$ cat src/rtl/vision_pkg.sv
// Shared defaults and sequencer state encoding for the vision row scheduler.
package vision_pkg;

  localparam int LINE_W_DEF = 320;
  localparam int ROWS_DEF   = 240;
  localparam int CNT_W_DEF  = 17;

  typedef enum logic [2:0] {
    IDLE     = 3'd0,
    FETCH    = 3'd1,
    LOAD     = 3'd2,
    START    = 3'd3,
    WAIT_UPD = 3'd4,
    DRAIN    = 3'd5,
    CAPTURE  = 3'd6,
    ABORT    = 3'd7
  } sched_state_t;

  // States in which the core owns the line and the watchdog runs.
  function automatic logic is_waiting(sched_state_t s);
    return (s == WAIT_UPD) || (s == DRAIN);
  endfunction

endpackage

$ cat src/rtl/vision_watchdog.sv
// Saturating cycle counter with clear/enable; flags expiry on the cycle
// that makes the waited count reach TIMEOUT.
module vision_watchdog #(
  parameter int TIMEOUT = 65535
) (
  input  logic clk,
  input  logic rst,
  input  logic clr_i,
  input  logic en_i,
  output logic expired_o
);

  localparam int CW = $clog2(TIMEOUT + 1);

  logic [CW-1:0] cnt_q;
  logic [CW-1:0] cnt_d;

  // Next count: clear wins, then count up while enabled, holding at TIMEOUT.
  always_comb begin
    cnt_d = cnt_q;
    if (clr_i) begin
      cnt_d = '0;
    end else if (en_i && (cnt_q != CW'(TIMEOUT))) begin
      cnt_d = cnt_q + CW'(1);
    end else begin
      cnt_d = cnt_q;
    end
  end

  // Counter register.
  always_ff @(posedge clk) begin
    if (rst) begin
      cnt_q <= '0;
    end else begin
      cnt_q <= cnt_d;
    end
  end

  // cnt_q holds cycles already spent; the current cycle is the (cnt_q+1)th.
  assign expired_o = en_i && (cnt_q >= CW'(TIMEOUT - 1));

endmodule

$ cat src/rtl/vision_row_sched.sv
// Frame sequencer: streams each buffered line into vision_core, then
// publishes the core's final feature counts or flags a core timeout.
module vision_row_sched
  import vision_pkg::*;
#(
  parameter int LINE_W  = LINE_W_DEF,
  parameter int ROWS    = ROWS_DEF,
  parameter int ADDR_W  = 8,
  parameter int CNT_W   = CNT_W_DEF,
  parameter int TIMEOUT = 65535
) (
  input  logic              clk,
  input  logic              rst,
  input  logic              frame_start,
  output logic              mem_rd_en,
  output logic [ADDR_W-1:0] mem_rd_addr,
  input  logic [LINE_W-1:0] mem_rd_data,
  output logic [LINE_W-1:0] core_line_pixel,
  output logic              core_start,
  input  logic              core_data_update,
  input  logic              core_stop,
  input  logic [CNT_W-1:0]  core_cout_six,
  input  logic [CNT_W-1:0]  core_cout_o,
  input  logic [CNT_W-1:0]  core_cout_four,
  output logic              busy,
  output logic              res_valid,
  output logic [CNT_W-1:0]  res_six,
  output logic [CNT_W-1:0]  res_o,
  output logic [CNT_W-1:0]  res_four,
  output logic              err,
  output logic              frame_drop
);

  localparam logic [ADDR_W-1:0] LAST_ROW = ADDR_W'(ROWS - 1);

  sched_state_t      state_q;
  logic [ADDR_W-1:0] row_q;
  logic [ADDR_W-1:0] rd_addr_q;
  logic [LINE_W-1:0] line_q;
  logic [CNT_W-1:0]  six_q, o_q, four_q;
  logic              rd_en_q, start_q, valid_q, busy_q, err_q;
  logic              wd_expired;

  vision_watchdog #(.TIMEOUT(TIMEOUT)) u_watchdog (
    .clk       (clk),
    .rst       (rst),
    .clr_i     (state_q == START),
    .en_i      (is_waiting(state_q)),
    .expired_o (wd_expired)
  );

  // Sequencer FSM; every output is registered alongside the state.
  always_ff @(posedge clk) begin
    if (rst) begin
      state_q   <= IDLE;
      row_q     <= '0;
      rd_addr_q <= '0;
      line_q    <= '0;
      six_q     <= '0;
      o_q       <= '0;
      four_q    <= '0;
      rd_en_q   <= 1'b0;
      start_q   <= 1'b0;
      valid_q   <= 1'b0;
      busy_q    <= 1'b0;
      err_q     <= 1'b0;
    end else begin
      rd_en_q <= 1'b0;
      start_q <= 1'b0;
      valid_q <= 1'b0;
      case (state_q)
        IDLE: begin
          if (frame_start) begin
            row_q     <= '0;
            rd_addr_q <= '0;
            rd_en_q   <= 1'b1;
            err_q     <= 1'b0;
            busy_q    <= 1'b1;
            state_q   <= FETCH;
          end
        end
        FETCH: state_q <= LOAD;
        LOAD: begin
          line_q  <= mem_rd_data;
          start_q <= 1'b1;
          state_q <= START;
        end
        START: state_q <= WAIT_UPD;
        WAIT_UPD, DRAIN: begin
          // Counts are captured on the stop cycle so res_* and res_valid align.
          if (core_stop) begin
            six_q   <= core_cout_six;
            o_q     <= core_cout_o;
            four_q  <= core_cout_four;
            valid_q <= 1'b1;
            state_q <= CAPTURE;
          end else if ((state_q == WAIT_UPD) && core_data_update) begin
            if (row_q != LAST_ROW) begin
              row_q     <= row_q + ADDR_W'(1);
              rd_addr_q <= row_q + ADDR_W'(1);
              rd_en_q   <= 1'b1;
              state_q   <= FETCH;
            end else begin
              state_q <= DRAIN;
            end
          end else if (wd_expired) begin
            err_q   <= 1'b1;
            state_q <= ABORT;
          end
        end
        CAPTURE, ABORT: begin
          busy_q  <= 1'b0;
          state_q <= IDLE;
        end
        default: begin
          busy_q  <= 1'b0;
          state_q <= IDLE;
        end
      endcase
    end
  end

  assign mem_rd_en       = rd_en_q;
  assign mem_rd_addr     = rd_addr_q;
  assign core_line_pixel = line_q;
  assign core_start      = start_q;
  assign busy            = busy_q;
  assign res_valid       = valid_q;
  assign res_six         = six_q;
  assign res_o           = o_q;
  assign res_four        = four_q;
  assign err             = err_q;
  // A refused frame must be reported in the cycle it is offered.
  assign frame_drop      = frame_start & busy_q;

endmodule

$ cat config.mk
export PLATFORM = sky130hd
export DESIGN_NAME = vision_row_sched
export DESIGN_NICKNAME = d
export VERILOG_FILES = /design/src/rtl/vision_pkg.sv /design/src/rtl/vision_watchdog.sv /design/src/rtl/vision_row_sched.sv
export SDC_FILE = /design/constraint.sdc
export NUM_CORES = 1
export LEC_CHECK = 0
export ABC_AREA = 1
export CAP_MARGIN = 20
export CORE_AREA = 2 2 293 295
export DETAILED_ROUTE_END_ITERATION = 12
export DIE_AREA = 0 0 295 297
export DONT_BUFFER_PORTS = 1
export GPL_TIMING_DRIVEN = 0
export SLEW_MARGIN = 20
export SYNTH_ARGS = -nofsm -noshare
export SYNTH_HDL_FRONTEND = slang
export SYNTH_HIERARCHICAL = 1
export SYNTH_SLANG_ARGS = --single-unit
$ cat constraint.sdc
create_clock -name clk -period 2.1 [get_ports clk]
set_input_delay 0.315 -clock clk [delete_from_list [all_inputs] [get_ports clk]]
set_output_delay 0.315 -clock clk [all_outputs]
set_load 0.1 [all_outputs]
# After elaboration in Yosys (flattened, before gate mapping)
# Index checks and enable logic that the tools add are counted.
# classes
n_mux	25
multipliers	0
n_eq_ne	16
bitwise	2
order_cmp	1
n_addsub	2
shifts	0
n_div	0
n_reduce_logical	16
# ops
op	n
8-bit 2-to-1 mux	4
3-bit one-hot mux with 6 select lines	1
16-bit by 1-bit adder with 16-bit output, second input constant	1
16-bit >= comparator, second input constant	1
16-bit != test, second input constant	1
8-bit one-hot mux with 2 select lines	1
3-bit 2-to-1 mux	5
3-bit equality test, second input constant	4
1-bit 2-to-1 mux	11
2-bit != test, second input constant	5
5-bit AND reduction	2
8-bit by 1-bit adder with 8-bit output, second input constant	1
8-bit != test, second input constant	1
2-bit OR reduction	4
3-bit by 2-bit equality test with 1-bit output, second input constant	2
1-bit one-hot mux with 2 select lines	3
2-bit AND reduction	3
4-bit by 3-bit != test with 1-bit output, second input constant	1
2-bit nonzero test	2
3-bit by 1-bit equality test with 1-bit output, second input constant	1
1-bit logical AND	3
3-bit logical NOT	1
2-bit by 1-bit != test with 1-bit output, second input constant	1
1-bit AND	1
2 further kinds	2
# word_totals
romBits	0
mem_bits_rw	0
elab_cells	74
latchBits	0
ff_bits	403
memories	0
inputBits	376

# Logic depth before layout (Yosys ltp)
# Gate-level depths: netlist of run 1.
# depth
ltp_word	7
ltp_mapped	10
mapped_depth_nobuf	10

# By module
# The synthesis of run 1 kept the hierarchy.
# by_module_without_submodules
mod	seq_area_each_um2	cells_each	n_inst	area_each_um2
vision_row_sched	7747.4	1735	1	13734.4
vision_watchdog	320.3	159	1	1014.7

# Worst setup path before layout of run 1
# Ideal clock, no wire load.
# synth_path
path_kind	reg-to-reg
from	register mem_rd_addr[0] (netlist name)
to	register rd_addr_q[5], in the netlist mem_rd_addr[5]
setup_ns	0.118
setup_slack_ns	-0.059
arrival_time_ns	2.042
stages_incl_launch_ff	10
period_less_slack_ns	2.159
required_time_ns	1.982
cell_sequence	dfxtp_1 > ha_1 > nand2_1 > nor2_1 > nand2_1 > nand2_4 > nand2_2 > buf_6 > a21oi_1 > nor2_1
# synth_rtl
item	line	source
end signal, assigned	vision_row_sched.sv:100	rd_addr_q <= row_q + ADDR_W'(1);
end, declared	vision_row_sched.sv:38	logic [ADDR_W-1:0] rd_addr_q;

# Final worst setup path of run 1
# layout_path
from	register state_q[1]
to	register line_q[281], in the netlist core_line_pixel[281]
# layout_via
elab_chain_len	1
# layout_lines
item	line	source
start, declared	vision_row_sched.sv:36	sched_state_t state_q;
start signal, assigned	vision_row_sched.sv:55	state_q <= IDLE;
start signal, assigned	vision_row_sched.sv:79	state_q <= FETCH;
start signal, assigned	vision_row_sched.sv:82	FETCH: state_q <= LOAD;
3-bit by 2-bit equality test with 1-bit output	vision_row_sched.sv:71	case (state_q)
end signal, assigned	vision_row_sched.sv:84	line_q <= mem_rd_data;
end, declared	vision_row_sched.sv:39	logic [LINE_W-1:0] line_q;
# Every way passes these cells.
# A chain may end at the register's enable or synchronous reset.

==> results of run 1 <==
where the power goes:
| group | internal [mW] | leakage [nW] | switching, mW | total, mW |
|---|---|---|---|---|
| Clock | 5.29 | 0.796 | 3.41 | 8.70 |
| Combinational | 1.51 | 3.72 | 2.08 | 3.58 |
| Sequential | 8.63 | 3.29 | 7.86 | 16.5 |
logic make-up (layout without fill, tap and decap cells):
group	Yosys count	in the layout	share of synthesized area (%)
and+or+nand+nor	917	917	24.8
AOI/OAI and AO/OA	403	403	13.7
DFF	403	403	54.7
buffers and inverters	163	611	6.25
xor gates and xnor gates	5	5	0.297
adders and majority gates	3	3	0.255
other	0	2	0
metal layers:
layer  up-vias  share of wire [%]  GRT usage [%]
li1       6937                  -              -
met2       833                 47           23.7
met1      6825                 37           14.4
met3       195                 10           4.65
met4         6                5.8           7.93
met5         -              0.064              0
final cells by class:
cell class,count,area [µm²],area share [%]
tap,1144,1430,6.65
buffer,132,811,3.77
timing repair buffer,367,3670,17.1
clock inverter,20,313,1.45
multi-input combinational,1328,5770,26.8
clock buffer,61,1320,6.13
sequential,403,8090,37.6
antenna,2,5.00,0.0232
inverter,31,120,0.558
cells in the mapped netlist, drive strengths merged:
cell and count:
nand4 5, xor2 3, o22ai 1, o21ai 326
clkbuf 66, inv 30, nor2 690, ha 3
xnor2 2, nor4 1, nand3 71, nand2 145
nor3 4, a21oi 75, dfxtp 403, a31oi 1
clkinv 1, buf 66, nand3b 1
timing repair:
| item | 4_1_cts | 5_1_grt |
|---|---|---|
| gates resized for setup | 8 | 8 |
| hold endpoints to repair | 375 | 0 |
| pin swaps | 0 | 0 |
| hold buffers | 367 | 0 |
| setup endpoints to repair | 12 | 12 |
| setup buffers | 0 | 0 |
path summary, 6_finish.rpt:
path                            cells after the start              endpoint                 from
worst max-delay path                                4  core_line_pixel[281]           state_q[1]
worst min-delay path                                2  core_line_pixel[135]     mem_rd_data[135]
worst max register to register                      4  core_line_pixel[281]           state_q[1]
worst min register to register                      2   u_watchdog/cnt_q[6]  u_watchdog/cnt_q[6]
state kept, by name, indices dropped and copies added, names as in the netlist, 3 cells and up:
register          count
res_o                17
u_watchdog/cnt_q     16
core_line_pixel     320
res_six              17
res_four             17
state_q               3
mem_rd_addr           8
worst max-delay path: cells and delay by family (launching register included):
kind                   cells  cell delay, ns
AO/OA/AOI/OAI              1            0.70
buffers and inverters      1            0.42
flip-flops                 1            0.47
AND/OR/NAND/NOR            2            0.37
==> results.py, run 1 <==
metrics = {
    "synth": {
        "ys_warn_count": 6,
        "syn_inst": 1894,
        "yosys-top-cells-area": "dfxtp_1 (55%), nor2_1 (17%), o21ai_0 (8.5%)",
        "yosys.cell_types.count": 31,
        "syn_area_mm2": 0.0147,
        "synth_largest_area_cell": "dfxtp_1",
        "synth_top_area_share_pct": 54.7,
        "mappedNetlistNets": 2273,
        "ys_seq_area_share_pct": 54.7,
        "synth_seq_cells": 403,
        "avgSynthCellArea_um2": 7.79,
    },
    "drt": {
        "wirelength_mm": 64.0,
        "wl_per_cell_um": 18.3,
        "vias": 14796,
        "firstDrtPassIters": 5,
        "drc_errors": 0,
        "antenna_left": 0,
        "drt_iter0_drc": 1138,
        "via_per_inst": 4.24,
    },
    "die": {
        "initial_core_util_pct": 17.5,
        "die_y_um": 297,
        "ios": 761,
        "core_mm2": 0.0845,
        "die_x_um": 295,
        "rows": 107,
        "die_area_mm2": 0.0876,
    },
    "final_layout": {
        "finalNonFillerCells": 3488,
        "final_cell_mix": "nor2_1 (683), dfxtp_1 (391), dlygate4sd3_1 (367)",
        "fin_util_pct": 25.5,
        "drive_gt1_share_pct": 8.28,
        "final_common_cell": "nor2_1",
        "fin_nets": 2687,
        "area_delta_synth_final_pct": 46.0,
        "final_area_mm2": 0.0215,
        "fillers": 8946,
    },
    "placed_design": {
        "gp_congestion": 0.953,
        "placed_area_mm2": 0.0162,
        "dp_slack_ns": -0.158,
        "port_buffers": 0,
        "dp.cells": 3038,
        "hpwl_mm": 46.8,
    },
    "setup_path": {
        "critPathMaxFanout": 10,
        "cp_cell_sequence": "nand3_4 -> clkbuf_1 -> o21ai_0 -> nor2_1",
        "crit_required_ns": 2.52,
        "rrSetupSlack_ns": -0.009,
        "end_kind": "register",
        "path_class": "register to register",
        "cpPeakStageDelay_ns": 0.70,
        "arrival_ns": 2.53,
        "slowest_stage": "o21ai_0",
        "critPathLaunchType": "register",
    },
    "clock_network": {
        "cts_buffers": 45,
        "htreeDepth": 2,
        "clk_pin_slew_ns": 0.06,
        "tritoncts": "yes",
        "cts_buffer_depth": 3,
        "clkLatencyLatePin_ns": 0.59,
        "cts.root.buffer_cell": "clkbuf_16",
        "clkSinkCount": 403,
    },
    "grt": {
        "overflow": 0,
        "grt_use_total_pct": 13.7,
        "grt_pass1_wl_mm": 91.3,
        "grt_pass1_vias": 14829,
        "grt_max_degree": 16,
        "antenna_found_initial": 6,
    },
    "job": {
        "maxCapViolCount": 0,
    },
    "sta": {
        "skew_ns": 0.0204,
        "hold_slack_ns": 0.0199,
        "rsz0062_at_grt": "no",
        "tns_ns": -0.00870,
        "post-route-period-util_pct": 100,
        "tightest_slew_ns": 1.17,
        "finalSetupViolCount": 1,
        "drv_slew": 0,
        "hold_viol_final": 0,
        "max_freq_mhz": 474,
        "postLayoutSetupSlackWorst_ns": -0.00870,
        "slew_headroom_pct": 21.7,
        "period_minus_slack_ns": 2.11,
    },
    "status": {
        "status": "finished, violations left",
        "violations": "negative setup slack",
    },
    "pwr": {
        "irDropWorstVdd_mv": 0.613,
        "power_mw": 28.8,
        "powerDensity_mw_per_mm2": 1340,
        "p_leak_nw": 7.80,
    },
    "hold_path": {
        "hold_class": "input pin to register",
    },
}
(Power assumes the default switching activity.)
==> run 2: changes to the inputs <==
GPL_TIMING_DRIVEN = unset   (was 0)
==> results.py, run 2 (synthesized netlist as in run 1, its figures left out) <==
metrics = {
    "drt": {
        "drc_errors": 0,
        "wirelength_mm": 60.1,
        "firstDrtPassIters": 6,
        "via_per_inst": 4.12,
        "drt_iter0_drc": 825,
        "antenna_left": 0,
        "vias": 15705,
        "wl_per_cell_um": 15.8,
    },
    "clock_network": {
        "htreeDepth": 2,
        "cts_buffer_depth": 3,
        "cts_buffers": 47,
        "cts.root.buffer_cell": "clkbuf_16",
        "tritoncts": "yes",
        "clk_pin_slew_ns": 0.06,
        "clkSinkCount": 403,
        "clkLatencyLatePin_ns": 0.58,
    },
    "sta": {
        "max_freq_mhz": 536,
        "period_minus_slack_ns": 1.87,
        "tns_ns": 0,
        "slew_headroom_pct": 58.8,
        "post-route-period-util_pct": 88.9,
        "rsz0062_at_grt": "no",
        "skew_ns": 0.0211,
        "postLayoutSetupSlackWorst_ns": 0.233,
        "tightest_slew_ns": 0.611,
        "hold_viol_final": 0,
        "finalSetupViolCount": 0,
        "drv_slew": 0,
    },
    "setup_path": {
        "cp_cell_sequence": "inv_2 -> nor2_4 -> nand2_2 -> buf_6 -> nand2_1 -> a21oi_1 -> dlygate4sd3_1",
        "critPathMaxFanout": 52,
        "rrSetupSlack_ns": 0.23,
        "slowest_stage": "dlygate4sd3_1",
        "crit_required_ns": 2.56,
        "path_class": "register to register",
        "cpPeakStageDelay_ns": 0.57,
        "arrival_ns": 2.32,
        "end_kind": "register",
        "critPathLaunchType": "register",
    },
    "placed_design": {
        "hpwl_mm": 39.7,
        "port_buffers": 0,
        "gp_congestion": 0.884,
        "dp_slack_ns": 0.429,
        "placed_area_mm2": 0.0188,
        "dp.cells": 3344,
    },
    "final_layout": {
        "fin_nets": 3008,
        "multi_input_area_mm2": 0.00576,
        "largest_register_ffs": 320,
        "final_cell_mix": "nor2_1 (683), buf_4 (427), dfxtp_1 (401)",
        "final_area_mm2": 0.0243,
        "fillers": 8733,
        "final_common_cell": "nor2_1",
        "regArea_mm2": 0.00807,
        "drive_gt1_share_pct": 20.5,
        "area_delta_synth_final_pct": 64.6,
        "finalNonFillerCells": 3811,
    },
    "grt": {
        "antenna_found_initial": 6,
        "grt_use_total_pct": 12.7,
        "grt_pass1_vias": 15906,
        "overflow": 0,
        "grt_max_degree": 94,
        "grt_pass1_wl_mm": 88.5,
    },
    "die": {
        "core_mm2": 0.0845,
        "initial_core_util_pct": 17.5,
        "die_y_um": 297,
        "ios": 761,
        "rows": 107,
        "die_x_um": 295,
        "die_area_mm2": 0.0876,
    },
    "pwr": {
        "power_mw": 29.7,
        "powerDensity_mw_per_mm2": 1220,
        "p_leak_nw": 9.79,
        "irDropWorstVdd_mv": 0.698,
    },
    "hold_path": {
        "hold_class": "input pin to register",
    },
    "status": {
        "status": "finished, final reports clean",
    },
    "job": {
        "maxCapViolCount": 0,
    },
}
==> run 2: layer usage <==
metal	vias to the layer above	wire length [µm]	track usage, %
met3	189	5880	4.08
met4	0	3200	7.06
met5	-	0	0
met1	7124	22000	13.1
li1	7580	-	-
met2	812	29000	22.5
==> run 2: worst paths after layout <==
| path | from | endpoint | cells past startpoint |
|---|---|---|---|
| setup reg to reg | state_q[2] | res_six[12] | 7 |
| setup / recovery | state_q[2] | res_six[12] | 7 |
| hold / removal | rst | u_watchdog/cnt_q[2] | 3 |
| hold reg to reg | res_six[9] | res_six[9] | 2 |
==> run 2: final cells by class <==
class	instances	area share, %
Tap cell	1144	5.90
Clock buffer	67	5.69
Multi-Input combinational cell	1328	23.7
Antenna cell	6	0.0618
Clock inverter	14	0.804
Sequential cell	403	33.2
Timing Repair Buffer	818	30.0
Inverter	31	0.541
==> run 2: repair_timing <==
item | 4_1_cts | 5_1_grt
gates resized for setup | 0 | 1
setup buffers | 0 | 3
endpoints found under the hold margin | 377 | 0
setup endpoints to repair | 0 | 2
hold buffers | 376 | 0
==> run 2: worst max-delay path, delay by kind of cell (launching register included) <==
| family | cells | cell delay [ns] |
|---|---|---|
| buf+inv | 3 | 0.92 |
| simple gates | 3 | 0.37 |
| flops | 1 | 0.40 |
| compound gates | 1 | 0.06 |
==> run 2: power breakdown <==
| group | switching [mW] | internal [mW] | leakage, nW |
|---|---|---|---|
| clock | 3.35 | 5.05 | 0.777 |
| combinational | 9.62 | 2.64 | 5.74 |
| sequential | 0.405 | 8.63 | 3.28 |
==> run 2: through the flow <==
step	hold slack, ns	utilization (%)
4_1_cts	0.000327	28.7
3_3_place_gp	0.392	22.3
3_5_place_dp	0.394	22.3
2_1_floorplan	0.463	-
5_1_grt	0.0233	28.7
6_report	0.0482	28.7
